**src/rtl/instr_fetch_decode.sv**
```systemverilog
// Instruction fetch/decode front end.
// Owns the PC, reads the program ROM (registered read, 1-cycle latency), holds
// the returned word in an instruction register and presents its decoded fields
// to execute over a valid/ready handshake. Handles branch redirects and HALT.
//
// Build option: define IFD_ILLEGAL_TRAP_EN to trap on undefined opcodes (sticky
// illegal flag, fetch stops). Without it, undefined opcodes are skipped as NOPs
// and the illegal output is tied low.

module instr_fetch_decode #(
    parameter int unsigned M = 16,
    parameter int unsigned N = 8
) (
    input  logic         clk,
    input  logic         rst_n,
    input  logic         start,
    output logic         rom_rd,
    output logic [N-1:0] rom_addr,
    input  logic [M-1:0] rom_data,
    output logic         instr_valid,
    input  logic         ex_ready,
    output logic [3:0]   opcode,
    output logic [3:0]   dst_reg,
    output logic [3:0]   src_reg,
    output logic [7:0]   imm,
    output logic [N-1:0] instr_pc,
    input  logic         br_taken,
    input  logic [N-1:0] br_target,
    output logic         halted,
    output logic         illegal
);

    typedef enum logic [2:0] {
        StIdle,
        StFetch,
        StWait,
        StPresent,
        StHalt
    } state_e;

    localparam logic [3:0] OpMovRr  = 4'b0010;
    localparam logic [3:0] OpMovRi  = 4'b0011;
    localparam logic [3:0] OpAdd    = 4'b0100;
    localparam logic [3:0] OpSub    = 4'b0101;
    localparam logic [3:0] OpJz     = 4'b0110;
    localparam logic [3:0] OpRl     = 4'b0111;
    localparam logic [3:0] OpMovMr  = 4'b1000;
    localparam logic [3:0] OpHalt   = 4'b1111;

    state_e         state_q, state_d;
    logic [N-1:0]   pc_q, pc_d;
    logic [M-1:0]   ir_q, ir_d;
    logic [N-1:0]   instr_pc_q, instr_pc_d;
    logic [3:0]     fetched_op;

    // True for every opcode the execute stage understands (HALT included).
    function automatic logic opcode_defined(input logic [3:0] op);
        logic ok;
        ok = 1'b0;
        case (op)
            OpMovRr, OpMovRi, OpAdd, OpSub,
            OpJz, OpRl, OpMovMr, OpHalt: ok = 1'b1;
            default:                     ok = 1'b0;
        endcase
        return ok;
    endfunction

    // Opcode of the word arriving from the ROM (only meaningful in WAIT).
    assign fetched_op = rom_data[15:12];

`ifdef IFD_ILLEGAL_TRAP_EN
    logic illegal_q, illegal_d;
`endif

    // State, PC, IR and fetch-address registers.
    always_ff @(posedge clk or negedge rst_n) begin
        if (!rst_n) begin
            state_q    <= StIdle;
            pc_q       <= '0;
            ir_q       <= '0;
            instr_pc_q <= '0;
`ifdef IFD_ILLEGAL_TRAP_EN
            illegal_q  <= 1'b0;
`endif
        end else begin
            state_q    <= state_d;
            pc_q       <= pc_d;
            ir_q       <= ir_d;
            instr_pc_q <= instr_pc_d;
`ifdef IFD_ILLEGAL_TRAP_EN
            illegal_q  <= illegal_d;
`endif
        end
    end

    // Next-state logic: fetch sequencing, IR capture, decode and redirects.
    always_comb begin
        state_d    = state_q;
        pc_d       = pc_q;
        ir_d       = ir_q;
        instr_pc_d = instr_pc_q;
`ifdef IFD_ILLEGAL_TRAP_EN
        illegal_d  = illegal_q;
`endif
        unique case (state_q)
            StIdle: begin
                if (start) begin
                    state_d = StFetch;
                end
            end
            StFetch: begin
                state_d = StWait;
            end
            StWait: begin
                // ROM word is valid this cycle; the PC wraps modulo 2^N.
                ir_d       = rom_data;
                instr_pc_d = pc_q;
                pc_d       = pc_q + N'(1);
                if (fetched_op == OpHalt) begin
                    state_d = StHalt;
                end else if (opcode_defined(fetched_op)) begin
                    state_d = StPresent;
                end else begin
`ifdef IFD_ILLEGAL_TRAP_EN
                    illegal_d = 1'b1;
                    state_d   = StHalt;
`else
                    // Undefined opcode behaves as NOP: never presented.
                    state_d   = StFetch;
`endif
                end
            end
            StPresent: begin
                // br_taken only matters in the accept cycle.
                if (ex_ready) begin
                    if (br_taken) begin
                        pc_d = br_target;
                    end
                    state_d = StFetch;
                end
            end
            StHalt: begin
                state_d = StHalt;
            end
            default: begin
                state_d = StIdle;
            end
        endcase
    end

    assign rom_rd      = (state_q == StFetch);
    assign rom_addr    = pc_q;
    assign instr_valid = (state_q == StPresent);
    assign halted      = (state_q == StHalt);

    // Fields come straight from the IR, so they hold steady through stalls.
    assign opcode   = ir_q[15:12];
    assign dst_reg  = ir_q[11:8];
    assign src_reg  = ir_q[7:4];
    assign imm      = ir_q[7:0];
    assign instr_pc = instr_pc_q;

`ifdef IFD_ILLEGAL_TRAP_EN
    assign illegal = illegal_q;
`else
    assign illegal = 1'b0;
`endif

endmodule

```
**config.mk**
```make
export PLATFORM = sky130hd
export DESIGN_NAME = instr_fetch_decode
export DESIGN_NICKNAME = d
export VERILOG_FILES = /design/src/rtl/instr_fetch_decode.sv
export SDC_FILE = /design/constraint.sdc
export NUM_CORES = 1
export LEC_CHECK = 0
export CAP_MARGIN = 5
export CORE_MARGIN = 2
export CORE_UTILIZATION = 45
export CTS_CLUSTER_SIZE = 30
export DETAILED_ROUTE_END_ITERATION = 10
export PLACE_DENSITY = 0.85
export SKIP_CTS_REPAIR_TIMING = 1
export SLEW_MARGIN = 20
export SYNTH_ARGS = -nofsm -noshare
export SYNTH_HDL_FRONTEND = slang
export SYNTH_SLANG_ARGS = --single-unit
```
**constraint.sdc**
```tcl
create_clock -name clk -period 3.6 [get_ports clk]
set_input_delay 0.72 -clock clk [delete_from_list [all_inputs] [get_ports clk]]
set_output_delay 0.72 -clock clk [all_outputs]
set_load 0.02 [all_outputs]
```
# Word level (Yosys, flattened, before mapping)
# Memories as Yosys holds them, arrays and structs flattened.
# Index checks and enable logic that the tools add are counted.
# op_classes
n_addsub,1
eq_ne,8
mux,10
n_reduce_logical,4
# op_table
op,count
$mux W8,2
$pmux W8 S2,1
$pmux W3 S5,1
$mux W3,3
$add A8 B1 Y8 const B,1
$eq A3 B2 Y1 const B,2
$eq A4 B4 Y1 const B,1
$ne A2 B1 Y1 const B,2
$eq A3 B1 Y1 const B,1
$eq A3 B3 Y1 const B,1
$logic_not A3 Y1,1
$reduce_and A3 Y1,1
$mux W1,2
$mux W2,1
$ne A2 B2 Y1 const B,1
$reduce_and A2 Y1,1
$reduce_bool A2 Y1,1
# word_totals
ff_bits,35
romBits,16
memories,1
# mem_list
memory,depth,width,rd,rd_clocked_by_memory_dff,write_ports,line_no,source
(no name shown),16,1,1,0,0,60,case (op)

# Depth between registers and ports, before layout
# Gate-level depths: netlist of the first run.
# depth
depth_word,6
mapped_depth,6

# Worst setup path before layout of the first run
# Ideal clock, no wire load.
# synth_path
path_type,reg2out
startpoint,register state_q[0]
endpoint,output port rom_rd
arrival_time_ns,1.115
required_time_ns,2.880
path_slack_ns,1.765
stages_incl_launch_ff,4
n_path_buf,1
path_cell_list,dfrtp_1 > buf_2 > inv_1 > nor3_1
# synth_between
elab_chain_len,1
# synth_rtl
item,line_no,source
start: declaration,50,"state_e state_q, state_d;"
start signal: assignment,78,state_q <= StIdle;
start signal: assignment,86,state_q <= state_d;
$eq A3 B1 Y1,151,assign rom_rd = (state_q == StFetch);
end: declaration,17,"output logic rom_rd,"
# Every way passes these cells.

# Worst setup path after layout of the first run
# layout_path
startpoint,register state_q[0]
endpoint,output port instr_valid
# layout_between
elab_chain_len,1
# layout_rtl
item,line_no,source
$eq A3 B2 Y1,153,assign instr_valid = (state_q == StPresent);
end: declaration,20,"output logic instr_valid,"
# Every way passes these cells.

==> summary.txt, run 1 <==
Outcome
  – Status: finished, final reports clean

STA
  – Worst slew pin tran: 663 ps
  – Tmin final: 2810 ps
  – Worst Skew: 8.36 ps
  – Rel. slew slack: 55.7%
  – Final setup violation count: 0
  – Slew Viols, Final: 0
  – Fmax: 0.356 GHz
  – Setup_tns: 0 ps
  – Fin crit share: 78.1%
  – Fin. Hold Viols: 0
  – Hold_ws: 513 ps
  – RSZ-0062 raised after global routing: false

Layout
  – Most frequent cells in the layout: clkdlybuf4s50_1 (67), dfrtp_1 (35), mux2_2 (24)
  – Commonest non-fill, non-tap cell in the layout: clkdlybuf4s50_1
  – Total Nets Final: 227
  – Layout area overhead: 46.8%
  – Share of cells above drive strength 1: 17.7%
  – ANT cells: 0

Placement
  – DP HPWL: 2770 µm
  – Final Wtd Congestion: 0.799
  – Port Buffers: 67

Floorplanning
  – Chip Width: 63.1 µm
  – # IOs: 69
  – Initial core utilization: 47.1%
  – Core region area: 3340 µm²
  – Die area: 3980 µm²
  – # rows: 21
  – Chip height: 63.1 µm

Routing
  – Vias: 1,300
  – DR WL/cell: 14.9 µm
  – Total Routed Length: 3640 µm
  – Residual DRC count: 0
  – Vias per inst: 5.33
  – Routed Antenna Nets: 0
  – DRT iter0 DRCs: 49
  – Drt pass-1 iters: 4

Yosys
  – Cell area after synthesis: 1570 µm²
  – Syn. warnings: 0
  – Cells after Synth: 132
  – Post-synthesis register bit count: 35
  – Cell variety after synth: 29
  – Seq/Total Area, Yosys: 55.8%
  – Syn_nets: 162
  – Mean Syn Cell Area: 11.9 µm²

Setup path
  – Crit path launch type: flop
  – Crit path launch: state_q[0]
  – Peak per-stage delay on the critical path: 630 ps
  – Arr. time, crit path: 2090 ps
  – R2R Path Start: state_q[2]
  – WP data required: 2880 ps
  – CP max stage cell: clkdlybuf4s50_1
  – Reg2Reg Depth: 3
  – Worst setup EP type: output port
  – FF-to-FF End: ir_q[8]
  – Crit Path Class: flop to output port
  – Crit path buffers/inverters: 2
  – Worst-path cell chain: nand3b_1 -> inv_1 -> clkdlybuf4s50_1
  – Crit path max fanout: 13
  – Reg-to-reg slack, setup: 1870 ps
  – Family with the most delay on the worst path: buffers and inverters

Clock network
  – Root Buffer: clkbuf_4
  – CTS buffer count: 5
  – CTS H-tree lvls: 2
  – Latest clock arrival within the worst-skew pair: 340 ps
  – Clock transition at path regs: 100 ps
  – CTS sink count: 35
  – CTS tree: built
  – Clock buffer depth: 2

Flow run
  – Max Cap Viol: 0

Power and ir drop
  – Leak: 0.940 nW
  – Pwr Density: 999 nW/µm²
  – Worst vdd ir: 0.000474 V

Global route
  – Global route overflow: 0
  – Total track usage: 19.6%
  – Global-route wire length before repair: 5980 µm
  – Vias in the first global route: 1,285
  – Pin count of the biggest net entering global routing: 36
  – Antenna violations before repair: 0

Hold path
  – Hold Crit Class: flop to flop
  – Hold_sp: ir_q[13]
  – Worst Hold End: ir_q[13]
  – Hold path depth: 1
==> metal layers <==
layer / part of all wire (%) / GRT usage (%) / wire length, µm / up-vias
met1: 39 / 22.6 / 1420 / 627
met3: 5.9 / 4.64 / 216 / 13
li1: - / - / - / 600
met4: 3.7 / 13.6 / 134 / 0
met5: 0 / 0 / 0 / -
met2: 51 / 32.0 / 1870 / 60
==> cells in the mapped netlist, drive strengths merged <==
library cell   n  area, µm²
a21o           1       7.51
nand3b         1       7.51
o22ai          4       25.0
o21ai          6       30.0
ha             1       12.5
or2            1       6.26
nor2           3       18.8
nor3b          1       7.51
a21oi         15       78.8
a31oi          1       6.26
or4b           1       10.0
dfrtp         35        876
nand2b         2       12.5
inv            3       11.3
nand4          2       12.5
nor3           3       15.0
mux2          24        270
o32ai          1       8.76
nand2          9       33.8
a21boi         1       7.51
nand3          4       20.0
buf           10       70.1
conb           1       3.75
mux2i          1       10.0
a311oi         1       8.76
==> power by group <==
group / switching, mW / total [mW] / internal, mW
sequential: 0.175 / 0.769 / 0.594
combinational: 0.637 / 1.30 / 0.660
clock: 0.120 / 0.235 / 0.115
==> metrics by stage <==
| stage | power [mW] | area, µm² | utilization [%] | worst slack, ps | std cells |
|---|---|---|---|---|---|
| floorplan | 1.54 | 1570 | - | 1770 | 132 |
| global placement | 2.03 | 2240 | 67.0 | 1240 | 236 |
| detailed placement | 2.08 | 2240 | 67.0 | 1180 | 236 |
| CTS | 2.32 | 2300 | 69.1 | 796 | 244 |
| global route | 2.44 | 2300 | 69.1 | 638 | 244 |
| finish | 2.30 | 2300 | 69.1 | 787 | 244 |
==> worst max path at each step <==
stage                  end  slack (ps)  cells after the start
2_1_floorplan       rom_rd        1770                      3
3_3_place_gp   instr_valid        1240                      3
3_5_place_dp   instr_valid        1180                      3
4_1_cts        instr_valid         800                      3
5_1_grt        instr_valid         640                      3
6_report       instr_valid         790                      3
==> final cells by class <==
cell class	instances	area, µm²
Fill cell	252	1030
Clock buffer	8	68.8
Tap cell	46	57.6
Sequential cell	35	876
Timing Repair Buffer	68	678
Multi-Input combinational cell	84	613
Inverter	3	11.3
==> flip-flops by register name (all words and copies together), names as in the netlist <==
signal / count
state_q: 3
rom_addr: 8
ir_q: 16
instr_pc: 8
==> cell families (layout without fill, tap and decap cells) <==
logic type,count (synthesis),after routing,share of synthesized area (%)
buffers and inverters,13,79,5.18
AO/OA/AOI/OAI,30,30,11.0
adder cells (fa/ha/maj),1,1,0.797
other,1,1,0.239
AND/OR/NAND/NOR,27,27,9.16
multiplexers,25,25,17.8
flip-flops,35,35,55.8
(Power assumes the default switching activity.)
==> run 2, diff against run 1 <==
--- a/config.mk
+++ b/config.mk
@@ -7,10 +7,10 @@
 export LEC_CHECK = 0
 export CAP_MARGIN = 5
 export CORE_MARGIN = 2
-export CORE_UTILIZATION = 45
+export CORE_UTILIZATION = 37
 export CTS_CLUSTER_SIZE = 30
 export DETAILED_ROUTE_END_ITERATION = 10
-export PLACE_DENSITY = 0.85
+export PLACE_DENSITY = 0.75
 export SKIP_CTS_REPAIR_TIMING = 1
 export SLEW_MARGIN = 20
 export SYNTH_ARGS = -nofsm -noshare
==> constraint.sdc (replaced) <==
create_clock -name clk -period 2.5 [get_ports clk]
set_input_delay 0.5 -clock clk [delete_from_list [all_inputs] [get_ports clk]]
set_output_delay 0.5 -clock clk [all_outputs]
set_load 0.02 [all_outputs]
==> run 2 against run 1 <==
  * Worst setup slack lost 640 ps
  * Die area grew 20%
  * Largest power group unchanged
  * Core utilization shrank 11 points
  * Cell area grew 2.0%
  * Sequential share of layout area shrank 0.68 points
  * Non-clock buffer count grew 1
  * Final cell count grew 2.0%
  * Highest routed layer unchanged
  * Power grew 51%
  * Clock-buffer cell count is the same
  * Hold slack lost 4.0 ps
==> summary.txt, run 2 (synthesis gave the netlist of run 1 again) <==
Global route
  – Vias in the first global route: 1,316 (+2.4%)
  – Antenna violations before repair: 0 (unchanged)
  – Global-route wire length before repair: 6890 µm (+15%)
  – Total track usage: 18.4% (-1.2 points)
  – Global route overflow: 0 (unchanged)
  – Pin count of the biggest net entering global routing: 36 (unchanged)

Flow run
  – Max Cap Viol: 0 (unchanged)

Layout
  – Layout area overhead: 49.6%
  – Total Nets Final: 228 (+0.44%)
  – Share of cells above drive strength 1: 18.6% (+0.92 points)
  – Filler Cell Count: 340 (+35%)
  – Util after Layout: 58.3% (-11 points)
  – Cell Count, Final, Fillers Out: 249 (+2.0%)
  – Multi-input gate area: 613 µm² (unchanged)
  – Reg area: 877 µm² (+0.14%)
  – Max reg flops: 16 (unchanged)
  – ANT cells: 0 (unchanged)
  – Commonest non-fill, non-tap cell in the layout: clkdlybuf4s50_1
  – Most frequent cells in the layout: clkdlybuf4s50_1 (67), dfrtp_1 (34), mux2_2 (24)
  – Top reg by flops: ir_q
  – Final instance area: 2350 µm² (+2.0%)

Power and ir drop
  – Worst vdd ir: 0.000550 V (+16%)
  – Sw Share: 40.4% (-0.12 points)
  – Reg power frac: 31.9% (-1.5 points)
  – Comb pwr share: 55.1% (-1.3 points)
  – Cell Int Power: 2.08 mW (+52%)
  – Clock power frac: 13.0% (+2.8 points)
  – P_sw: 1.41 mW (+51%)
  – Pwr Total: 3.48 mW (+51%)
  – Leak: 0.957 nW (+1.8%)
  – Pwr Density: 1480 nW/µm² (+48%)

Clock network
  – Latest clock arrival within the worst-skew pair: 290 ps (-50 ps)
  – Clock buffer depth: 2 (unchanged)
  – CTS H-tree lvls: 2 (unchanged)
  – CTS buffer count: 5 (unchanged)
  – CTS tree: built
  – Root Buffer: clkbuf_8
  – Clock transition at path regs: 70 ps (-30 ps)
  – CTS sink count: 35 (unchanged)

Placement
  – Dpl cell area: 2250 µm² (+0.56%)
  – DP HPWL: 3030 µm (+9.3%)
  – DP Cell Count: 241 (+2.1%)
  – Pre-CTS setup slack: 399 ps (-782 ps)
  – Port Buffers: 67 (unchanged)
  – Final Wtd Congestion: 0.799 (about the same)

STA
  – Fin crit share: 94.0%
  – Hold_ws: 509 ps (-3.99 ps)
  – Tmin final: 2350 ps
  – Worst Skew: 8.63 ps (+0.270 ps)
  – Setup_tns: 0 ps (unchanged)
  – Fmax: 0.425 GHz
  – Worst slew pin tran: 704 ps (+41.2 ps)
  – Final worst slack: 149 ps (-638 ps)
  – Final setup violation count: 0 (unchanged)
  – Slew Viols, Final: 0 (unchanged)
  – Fin. Hold Viols: 0 (unchanged)
  – Rel. slew slack: 52.9% (-2.8 points)
  – RSZ-0062 raised after global routing: false

Setup path
  – Worst setup EP type: output port
  – Arr. time, crit path: 1850 ps (-240 ps)
  – Peak per-stage delay on the critical path: 670 ps (+40 ps)
  – CP max stage cell: clkdlybuf4s50_1
  – Crit path buffers/inverters: 2 (unchanged)
  – Family with the most delay on the worst path: buffers and inverters
  – Worst-path cell chain: inv_1 -> nor3_1 -> clkdlybuf4s50_1
  – WP data required: 2000 ps (-880 ps)
  – Crit path launch type: flop
  – Crit path max fanout: 8 (-5)
  – Crit Path Class: flop to output port

Outcome
  – Status: finished, final reports clean

Routing
  – Max Used Layer: met4
  – Routed wl met3: 214 µm (-0.93%)
  – Routed wl met2: 2120 µm (+13%)
  – DRT iter0 DRCs: 90 (+84%)
  – Drt pass-1 iters: 4 (unchanged)
  – DR WL/cell: 16.6 µm (+11%)
  – Vias: 1,286 (-1.1%)
  – Residual DRC count: 0 (unchanged)
  – Routed Antenna Nets: 0 (unchanged)
  – Metal-1 WL: 1640 µm (+16%)
  – Total Routed Length: 4140 µm (+14%)
  – Vias per inst: 5.16 (-3.1%)

Floorplanning
  – Core region area: 4030 µm² (+21%)
  – Chip Width: 69.1 µm (+9.6%)
  – Chip height: 69.1 µm (+9.6%)
  – # rows: 23 (+9.5%)
  – Die area: 4780 µm² (+20%)
  – # IOs: 69 (unchanged)
  – Initial core utilization: 39.0% (-8.1 points)

Hold path
  – Hold Crit Class: flop to flop
[run 2: cell count changes in the layout (fill, tap and decap cells not counted), sizes merged]
cell  before  now
buf        1    2
[run 2: final timing paths]
kind                               end         from  depth (start not counted)  slack (ps)
max                             rom_rd   state_q[0]                          3         150
max reg2reg                   ir_q[10]   state_q[2]                          3         730
min                        instr_pc[0]  instr_pc[0]                          1         510
max in group asynchronous   state_q[0]        rst_n                          2        1540
min in group asynchronous     ir_q[15]        rst_n                          2         630
min reg2reg                instr_pc[0]  instr_pc[0]                          1         510
[run 2: metal layers]
metal / GRT usage (%) / up-vias
li1: - / 605
met1: 21.3 / 609
met2: 31.5 / 56
met3: 3.95 / 16
met4: 10.0 / 0
met5: 0 / -
[run 2: layout make-up]
class | count | share of cell area, %
Multi-Input combinational cell | 84 | 26.1
Sequential cell | 35 | 37.3
Inverter | 3 | 0.479
Timing Repair Buffer | 69 | 29.2
Tap cell | 50 | 2.66
Clock buffer | 8 | 4.26
[run 2: worst register-to-register path: stages (launching register included)]
cell and delay (ps):
dfrtp_1 440, nand2b_1 230, nor2_4 570, mux2_2 420
[run 2: power by group through the flow]
stage	combinational, mW	sequential (mW)	clock [mW]
after global placement	1.86	1.09	0
after detailed placement	1.93	1.12	0
final	1.92	1.11	0.453
after global routing	2.04	1.16	0.491
after CTS	1.94	1.11	0.461
after floorplan	0.831	1.39	0
==> run 3, diff against run 2 <==
--- a/config.mk
+++ b/config.mk
@@ -11,6 +11,7 @@
 export CTS_CLUSTER_SIZE = 30
 export DETAILED_ROUTE_END_ITERATION = 10
 export PLACE_DENSITY = 0.75
+export SETUP_SLACK_MARGIN = 0.02
 export SKIP_CTS_REPAIR_TIMING = 1
 export SLEW_MARGIN = 20
 export SYNTH_ARGS = -nofsm -noshare
==> results of run 3 <==
Final layout, timing and power as in run 2 (identical DEF).
